--- src/rtl/multicycle_controller.sv ---
// Multicycle fetch/decode/execute/memory/writeback controller with bounded memory waits,
// sticky trap and retired-instruction counter. Define PHILV_BRANCH_EN to enable BRANCH/JAL.
module multicycle_controller #(
    parameter int unsigned OPCODE_WIDTH    = 7,
    parameter int unsigned ALU_SRC_B_WIDTH = 2,
    parameter int unsigned MEM_TIMEOUT     = 15,
    parameter int unsigned COUNT_WIDTH     = 32
) (
    input  logic                       clk,
    input  logic                       rst_n,
    input  logic [OPCODE_WIDTH-1:0]    opCode,
    input  logic                       iMemReady,
    input  logic                       dMemReady,
    input  logic                       branchTaken,
    output logic                       PCWrite,
    output logic                       IRWrite,
    output logic                       DMemRead,
    output logic                       DMemWrite,
    output logic                       ALUOverride,
    output logic                       regFileWrite,
    output logic                       ALUSrcA,
    output logic [ALU_SRC_B_WIDTH-1:0] ALUSrcB,
    output logic [1:0]                 regFileWriteSrc,
    output logic                       PCSrc,
    output logic                       trap,
    output logic [COUNT_WIDTH-1:0]     instrCount
);

    localparam int unsigned WaitW = $clog2(MEM_TIMEOUT + 1);

    localparam logic [OPCODE_WIDTH-1:0] OpAluReg = OPCODE_WIDTH'(7'b0110011);
    localparam logic [OPCODE_WIDTH-1:0] OpAluImm = OPCODE_WIDTH'(7'b0010011);
    localparam logic [OPCODE_WIDTH-1:0] OpLoad   = OPCODE_WIDTH'(7'b0000011);
    localparam logic [OPCODE_WIDTH-1:0] OpStore  = OPCODE_WIDTH'(7'b0100011);
`ifdef PHILV_BRANCH_EN
    localparam logic [OPCODE_WIDTH-1:0] OpBranch = OPCODE_WIDTH'(7'b1100011);
    localparam logic [OPCODE_WIDTH-1:0] OpJal    = OPCODE_WIDTH'(7'b1101111);
`endif

    localparam logic [ALU_SRC_B_WIDTH-1:0] SrcBReg    = ALU_SRC_B_WIDTH'(0);
    localparam logic [ALU_SRC_B_WIDTH-1:0] SrcBImm    = ALU_SRC_B_WIDTH'(1);
    localparam logic [ALU_SRC_B_WIDTH-1:0] SrcBConst4 = ALU_SRC_B_WIDTH'(2);

    typedef enum logic [3:0] {
        StFetch    = 4'd0,
        StDecode   = 4'd1,
        StExecR    = 4'd2,
        StExecI    = 4'd3,
        StMemLoad  = 4'd4,
        StMemStore = 4'd5,
        StWb       = 4'd6,
        StWbMem    = 4'd7,
        StBranch   = 4'd8,
        StJump     = 4'd9,
        StTrap     = 4'd10
    } state_e;

    state_e                 state_q, state_d;
    logic [WaitW-1:0]       wait_q, wait_d;
    logic [COUNT_WIDTH-1:0] count_q, count_d;
    logic                   in_wait;
    logic                   mem_ready;

`ifndef PHILV_BRANCH_EN
    logic unused_branch_taken;
    assign unused_branch_taken = branchTaken;
`endif

    always_comb begin
        state_d   = state_q;
        wait_d    = '0;
        count_d   = count_q;
        in_wait   = 1'b0;
        mem_ready = 1'b0;
        case (state_q)
            StFetch: begin
                in_wait   = 1'b1;
                mem_ready = iMemReady;
                if (iMemReady) state_d = StDecode;
            end
            StDecode: begin
                case (opCode)
                    OpAluReg:                  state_d = StExecR;
                    OpAluImm, OpLoad, OpStore: state_d = StExecI;
`ifdef PHILV_BRANCH_EN
                    OpBranch:                  state_d = StBranch;
                    OpJal:                     state_d = StJump;
`endif
                    default:                   state_d = StTrap;
                endcase
            end
            StExecR: state_d = StWb;
            StExecI: begin
                if (opCode == OpLoad)       state_d = StMemLoad;
                else if (opCode == OpStore) state_d = StMemStore;
                else                        state_d = StWb;
            end
            StMemLoad: begin
                in_wait   = 1'b1;
                mem_ready = dMemReady;
                if (dMemReady) state_d = StWbMem;
            end
            StMemStore: begin
                in_wait   = 1'b1;
                mem_ready = dMemReady;
                if (dMemReady) state_d = StFetch;
            end
            StWb, StWbMem: state_d = StFetch;
`ifdef PHILV_BRANCH_EN
            StBranch, StJump: state_d = StFetch;
`endif
            StTrap:  state_d = StTrap;
            default: state_d = StTrap;
        endcase

        // Ready on the timeout cycle itself is taken above and never reaches this branch.
        if (in_wait && !mem_ready) begin
            if (wait_q == WaitW'(MEM_TIMEOUT)) state_d = StTrap;
            else                              wait_d  = wait_q + 1'b1;
        end

        if (state_d == StFetch &&
            state_q inside {StWb, StWbMem, StMemStore, StBranch, StJump}) begin
            count_d = count_q + 1'b1;
        end
    end

    always_comb begin
        PCWrite         = 1'b0;
        IRWrite         = 1'b0;
        DMemRead        = 1'b0;
        DMemWrite       = 1'b0;
        ALUOverride     = 1'b0;
        regFileWrite    = 1'b0;
        ALUSrcA         = 1'b0;
        ALUSrcB         = SrcBReg;
        regFileWriteSrc = 2'd0;
        PCSrc           = 1'b0;
        trap            = 1'b0;
        case (state_q)
            StFetch: begin
                ALUOverride = 1'b1;
                ALUSrcB     = SrcBConst4;
                IRWrite     = iMemReady;
            end
            StDecode: PCWrite = 1'b1;
            StExecR:  ALUSrcA = 1'b1;
            StExecI: begin
                ALUSrcA = 1'b1;
                ALUSrcB = SrcBImm;
            end
            StMemLoad:  DMemRead  = 1'b1;
            StMemStore: DMemWrite = 1'b1;
            StWb:       regFileWrite = 1'b1;
            StWbMem: begin
                regFileWrite    = 1'b1;
                regFileWriteSrc = 2'd1;
            end
`ifdef PHILV_BRANCH_EN
            StBranch: begin
                ALUSrcA = 1'b1;
                PCSrc   = 1'b1;
                PCWrite = branchTaken;
            end
            StJump: begin
                PCWrite         = 1'b1;
                PCSrc           = 1'b1;
                regFileWrite    = 1'b1;
                regFileWriteSrc = 2'd2;
            end
`endif
            StTrap:  trap = 1'b1;
            default: ;
        endcase
    end

    always_ff @(posedge clk or negedge rst_n) begin
        if (!rst_n) begin
            state_q <= StFetch;
            wait_q  <= '0;
            count_q <= '0;
        end else begin
            state_q <= state_d;
            wait_q  <= wait_d;
            count_q <= count_d;
        end
    end

    assign instrCount = count_q;

endmodule

--- config.mk ---
export PLATFORM = sky130hd
export DESIGN_NAME = multicycle_controller
export DESIGN_NICKNAME = d
export VERILOG_FILES = /design/src/rtl/multicycle_controller.sv
export SDC_FILE = /design/constraint.sdc
export NUM_CORES = 1
export LEC_CHECK = 0
export CAP_MARGIN = 20
export CORE_MARGIN = 2
export CORE_UTILIZATION = 50
export CTS_BUF_LIST = sky130_fd_sc_hd__clkbuf_8 sky130_fd_sc_hd__clkbuf_16
export DETAILED_ROUTE_END_ITERATION = 16
export GPL_ROUTABILITY_DRIVEN = 0
export GPL_TIMING_DRIVEN = 0
export PLACE_DENSITY_LB_ADDON = 0.25
export REMOVE_ABC_BUFFERS = 1
export SLEW_MARGIN = 10
export SYNTH_ARGS = -nofsm -noshare
export SYNTH_HDL_FRONTEND = slang
export SYNTH_SLANG_ARGS = --single-unit
--- constraint.sdc ---
create_clock -name clk -period 3.6 [get_ports clk]
set_clock_uncertainty 0.2 [all_clocks]
set_input_delay 0.72 -clock clk [delete_from_list [all_inputs] [get_ports clk]]
set_output_delay 0.72 -clock clk [all_outputs]
set_load 0.1 [all_outputs]
==> flow_summary_export.csv <==
group,metric,value,unit
status,status,"finished clean",
clocking,cts_buffers,5,
clocking,clockBufferDepth,2,
critical_path,path_cells,"nor3b_1, nor2b_1, clkdlybuf4s50_1",
clocking,path_clk_slew,80,ps
drt,dr_wl_met2,2.07,mm
clocking,cts_root_buf,"clkbuf_8",
job,cap_violations,0,
floorplan,fp.coreArea,3970,um2
finish,fillCellCount,327,
yosys,synth_compound_area_share,4.73,%
critical_path,worstSetupPathDepth,3,
yosys,netlist.area_leader.share,48.5,%
drt,routed.top_layer,"met4",
sta,hold_viol_final,0,
yosys,yosys_most_used_dff,"dfrtp_1",
global_route,antenna_found_initial,0,
placed_design,hpwl,3.17,mm
pwr,irDropWorstVdd,0.000236,V
global_route,grt_use_total,21.1,%
yosys,yosys-top-cells-area,"dfrtp_1 (49%), xnor2_1 (9.8%), xor2_1 (3.8%)",
critical_path,r2r_start,"state_q[2]$_DFF_PN0_",
yosys,synthMuxAreaShare,1.03,%
critical_path,path_buf_inv,1,
sta,fin_ws,147,ps
finish,final_nets,260,
global_route,grt_pass1_wl,7.27,mm
sta,max_clock_freq,290,MHz
drt,ant_nets,0,
sta,finalMaxSlewViolations,0,
sta,period_needed,3450,ps
floorplan,start_util,51.9,%
pwr,power,1140,uW
critical_path,crit_start,"state_q[2]$_DFF_PN0_",
critical_path,cp_slowest_cell,"clkdlybuf4s50_1",
critical_path,r2r_slack,1560,ps
placed_design,dp_slack,200,ps
min_path,hold_path_class,"input port to asynchronous set/reset pin",
sta,rsz0062_at_grt,"false",
yosys,ys.warnings.count,0,
global_route,grt_pass1_vias,1596,
critical_path,crit_end,"PCWrite",
yosys,syn_avg_cell_area,10.8,um2
critical_path,rr_endpoint,"instrCount[13]$_DFFE_PN0P_",
critical_path,rr_worst_depth,5,
global_route,overflow,0,
yosys,synth_common_cells,"dfrtp_1 (40), xnor2_1 (23), nand3_1 (15), nand2_1 (13), and3_1 (10)",
critical_path,critPathMaxStageDelay,1150,ps
yosys,async_flop_share,100,%
yosys,yosys.area_share.simple,28.5,%
finish,area_growth,32.5,%
floorplan,die-area,4650,um2
drt,routed_wl,4.17,mm
critical_path,critPathKind,"flop to output pin",
critical_path,critPathCaptureType,"output pin",
finish,drive_above_1_share,8.50,%
yosys,synth-seq-cells,40,
yosys,synthXorXnorAreaFrac,13.6,%
placed_design,port_buffers,53,
drt,via_count,1614,
floorplan,die_h,68.2,um
pwr,p_leak,0.00120,uW
pwr,powerDensity,418,nW/um2
critical_path,required,2680,ps
yosys,yosysTopAreaCell,"dfrtp_1",
drt,wl_per_cell,14.1,um
sta,post-route-period-util,95.9,%
clocking,postCtsHoldBufs,0,
clocking,cts_htree_levels,2,
clocking,cts_tree,"built",
critical_path,crit_family,"buffers and inverters",
critical_path,cp_max_fo,13,
yosys,synth-seq-area-share,48.5,%
yosys,synth_edf_count,0,
floorplan,rows,23,
floorplan,die_w,68.2,um
critical_path,start_kind,"flop",
drt,dr_wl_met3,227,um
drt,via_per_inst,5.43,
critical_path,cp_data_arrival_time,2530,ps
drt,drc,0,
yosys,ys_types,46,
yosys,synthCells,191,
sta,slew_headroom,33.5,%
drt,drtPass1Iterations,4,
floorplan,io_pins,57,
clocking,worstSkewPairLatency,300,ps
sta,timing.hold.ws,118,ps
yosys,synth.most_common_cell,"dfrtp_1",
global_route,grt_max_degree,27,
drt,drt-met1-wl,1.82,mm
yosys,syn-cell-area,2060,um2
sta,worst-slew-pin-transition,994,ps
yosys,synthAdderAreaFrac,1.21,%
drt,dr.first_iter.drc_count,98,
sta,setup_viol,0,
finish,n_antenna_cell,0,
clocking,clock_sinks,40,
yosys,synth_top_family_by_area,"simple AND/OR/NAND/NOR gates",
[sequential cells by signal (all words and copies together) (netlist names)]
| signal | count |
|---|---|
| state_q | 4 |
| instrCount | 32 |
| wait_q | 4 |
[metrics by stage]
step / util, % / instance area, um2 / setup TNS [ps] / cells
after global placement: 66.0 / 2620 / 0 / 288
after CTS: 68.7 / 2730 / 0 / 297
final: 68.8 / 2730 / 0 / 297
after floorplan: - / 2030 / -12040 / 185
after global routing: 68.8 / 2730 / 0 / 297
after detailed placement: 66.4 / 2640 / 0 / 289
[power breakdown]
group          switching, uW  total [uW]  internal (uW)  leakage (uW)
Combinational            249         329           80.5      0.000610
Sequential              34.8         506            472      0.000546
Clock                    154         307            153     0.0000486
[cell type report]
type	count	area (um2)	share of cell area, %
inverter	2	7.51	0.275
timing repair buffer	54	548	20.1
multi-input combinational	143	1020	37.3
clock inverter	2	11.3	0.412
sequential	40	1000	36.6
clock buffer	6	82.6	3.02
tap	50	62.6	2.29
[cell usage in the layout, fill, tap and decap left out, types with 3 or more instances in the layout]
master / instances
and2_1: 4
and3_1: 10
clkbuf_8: 6
clkdlybuf4s50_1: 51
dfrtp_1: 40
inv_1: 3
nand2_1: 13
nand3_1: 15
nand4_1: 7
nor2_1: 8
nor2b_1: 8
nor3_1: 3
nor3b_1: 5
nor4_1: 3
xnor2_1: 23
xor2_1: 9
[metal layers]
layer | up-vias | track usage, %
met5 | - | 0
met4 | 0 | 7.25
met3 | 7 | 6.09
met2 | 47 | 35.3
met1 | 784 | 25.9
li1 | 776 | -
[cell families (layout without fill, tap and decap cells)]
family | count (synthesis) | count (layout)
XOR/XNOR | 32 | 32
AND/OR/NAND/NOR | 92 | 92
other | 1 | 2
multiplexers | 2 | 2
flip-flops | 40 | 40
adder cells (fa/ha/maj) | 2 | 2
buffers and inverters | 9 | 64
AO/OA/AOI/OAI | 13 | 13
[what timing repair did]
action,4_1_cts,5_1_grt
setup buffers,0,0
setup endpoints to repair,0,1
resized for setup,0,1
[worst min-delay path by stage]
stage / startpoint / to / slack [ps]
finish: rst_n / instrCount[15]$_DFFE_PN0P_ / 120
global route: rst_n / instrCount[28]$_DFFE_PN0P_ / 140
CTS: rst_n / instrCount[28]$_DFFE_PN0P_ / 120
detailed placement: instrCount[31]$_DFFE_PN0P_ / instrCount[31]$_DFFE_PN0P_ / 270
global placement: instrCount[31]$_DFFE_PN0P_ / instrCount[31]$_DFFE_PN0P_ / 270
floorplan: rst_n / instrCount[0]$_DFFE_PN0P_ / 220
(Power assumes the default switching activity.)
==> edit, RTL diff (config.mk and constraints unchanged) <==
The option `PHILV_BRANCH_EN` is turned on by a define.
--- a/src/rtl/multicycle_controller.sv
+++ b/src/rtl/multicycle_controller.sv
@@ -1,5 +1,7 @@
 // Multicycle fetch/decode/execute/memory/writeback controller with bounded memory waits,
 // sticky trap and retired-instruction counter. Define PHILV_BRANCH_EN to enable BRANCH/JAL.
+`define PHILV_BRANCH_EN
+
 module multicycle_controller #(
     parameter int unsigned OPCODE_WIDTH    = 7,
     parameter int unsigned ALU_SRC_B_WIDTH = 2,
Function: changed (Yosys sat finds a counterexample within 4 cycles, from zero or initial values and one cycle with rst_n low).
==> edit against the unedited design <==
- sequential cell count stayed put
- first-iteration DRC count decreased by 44%
- area after synthesis rose by 5.0%
- final cell count is 7.1% higher
- largest cell class unchanged
- non-clock buffer count rose by 3
- global-route usage is 2.8 points lower
- critical path type is now in -> out
- sequential share of layout area is 1.5 points lower
- routed wire length increased by 1.5%
- hold slack worse by 0.089 ns
- final area rose by 4.3%
- worst setup slack got worse by 0.033 ns
- register-to-register slack lost 0.09 ns
Power is not compared: it rests on default switching activity, and its combinational part moved more than twofold at a synthesized area within 25%.
==> edit: results (changes against the unedited design) <==
run_status:
  run_status: "finished clean"
pwr:
  max-vdd-ir-drop_mv: 0.131
  p_sw_share_pct: 20.9
  power.sequential.fraction_pct: 57.6
critical_path:
  crit_slowest_cell: "sky130_fd_sc_hd__clkdlybuf4s50_1"
  slowest_delay_ns: 1.16
  arrival_ns: 2.57  # +0.04 ns
  timing.critical_path.fanout_max: 1  # -12
placed_design:
  placed_area_mm2: 0.00275  # +4.3%
  io_buffers: 56  # +5.7%
  dp.final_hpwl_um: 3220  # +1.5%
  post-place-ws_ns: 0.134  # -0.0663 ns
  dp_cells: 310  # +7.3%
detailed_routing:
  first_iter_violations: 55  # -44%
  routed_wire_length_per_instance_um: 13.3  # -5.2%
  met1Wirelength_um: 1940  # +6.7%
  vias_per_cell: 5.30  # -2.5%
  wl_met3_um: 236  # +4.0%
  met2WireLength_um: 2040  # -1.5%
layout:
  nNetsFinal: 281  # +8.1%
  layout_filler_cell_count: 319  # -2.4%
  layoutNonFillerInstCount: 318  # +7.1%
  drive_above_1_share_pct: 11.2  # +2.7 points
  area_of_all_placed_cells_without_fillers_mm2: 0.00285  # +4.3%
global_route:
  grt_pass1_wl_um: 7280  # +0.19%
  grt_util_met3_pct: 4.94  # -1.1 points
  first_global_vias: 1617  # +1.3%
  globalRouteMet1Util_pct: 23.7  # -2.2 points
  globalRouteMet2Util_pct: 30.4  # -4.9 points
  pin_count_of_the_biggest_net_entering_global_routing: 38  # +41%
  grt.total_usage_pct: 18.3  # -2.8 points
logic_synthesis:
  ys_seq_area_share_pct: 46.2  # -2.3 points
  synth_area_in_compound_gates_pct: 6.71  # +2.0 points
  synth.top_cells.by_area: "sky130_fd_sc_hd__dfrtp_1 (46%), sky130_fd_sc_hd__xor2_1 (7.7%), sky130_fd_sc_hd__xnor2_1 (5.7%)"
  total_number_of_yosys_warnings: 0  # unchanged
  synth_xor_xnor_area_share_pct: 13.4  # -0.24 points
  synthAdderAreaFrac_pct: 1.16  # -0.058 points
  synth_mux_area_share_pct: 1.45  # +0.41 points
  syn_inst: 210  # +9.9%
  yosysUniqueCellTypes: 47  # +2.2%
  top_cell_types_by_occurrence_after_synthesis: "sky130_fd_sc_hd__dfrtp_1 (40), sky130_fd_sc_hd__nor2_1 (23), sky130_fd_sc_hd__nand2_1 (22)"
  post-synth-top-area-fraction_pct: 46.2  # -2.3 points
clocking:
  cts_htree_levels: 2  # unchanged
sta:
  max_slew_margin_pct: 34.3  # +0.79 points
  final-max-slew-violation-count: 0  # unchanged
min_path:
  worst_hold_path_type: "in -> async"
==> edit: path summary, 6_finish.rpt <==
path,start,slack [ns],cells after the start,to
hold / removal,rst_n,0.03,1,instrCount[7]$_DFFE_PN0P_
min in group clk,instrCount[31]$_DFFE_PN0P_,0.28,1,instrCount[31]$_DFFE_PN0P_
hold reg to reg,instrCount[31]$_DFFE_PN0P_,0.28,1,instrCount[31]$_DFFE_PN0P_
setup reg to reg,state_q[1]$_DFF_PN0_,1.47,5,instrCount[25]$_DFFE_PN0P_
max in group asynchronous,rst_n,2.77,2,instrCount[13]$_DFFE_PN0P_
setup / recovery,branchTaken,0.11,4,PCWrite
==> edit: layout make-up <==
| type | count | share of cell area (%) |
|---|---|---|
| Multi-Input combinational cell | 158 | 38.2 |
| Inverter | 5 | 0.747 |
| Clock buffer | 6 | 2.90 |
| Clock inverter | 2 | 0.351 |
| Timing Repair Buffer | 57 | 20.5 |
| Tap cell | 50 | 2.20 |
| Sequential cell | 40 | 35.1 |
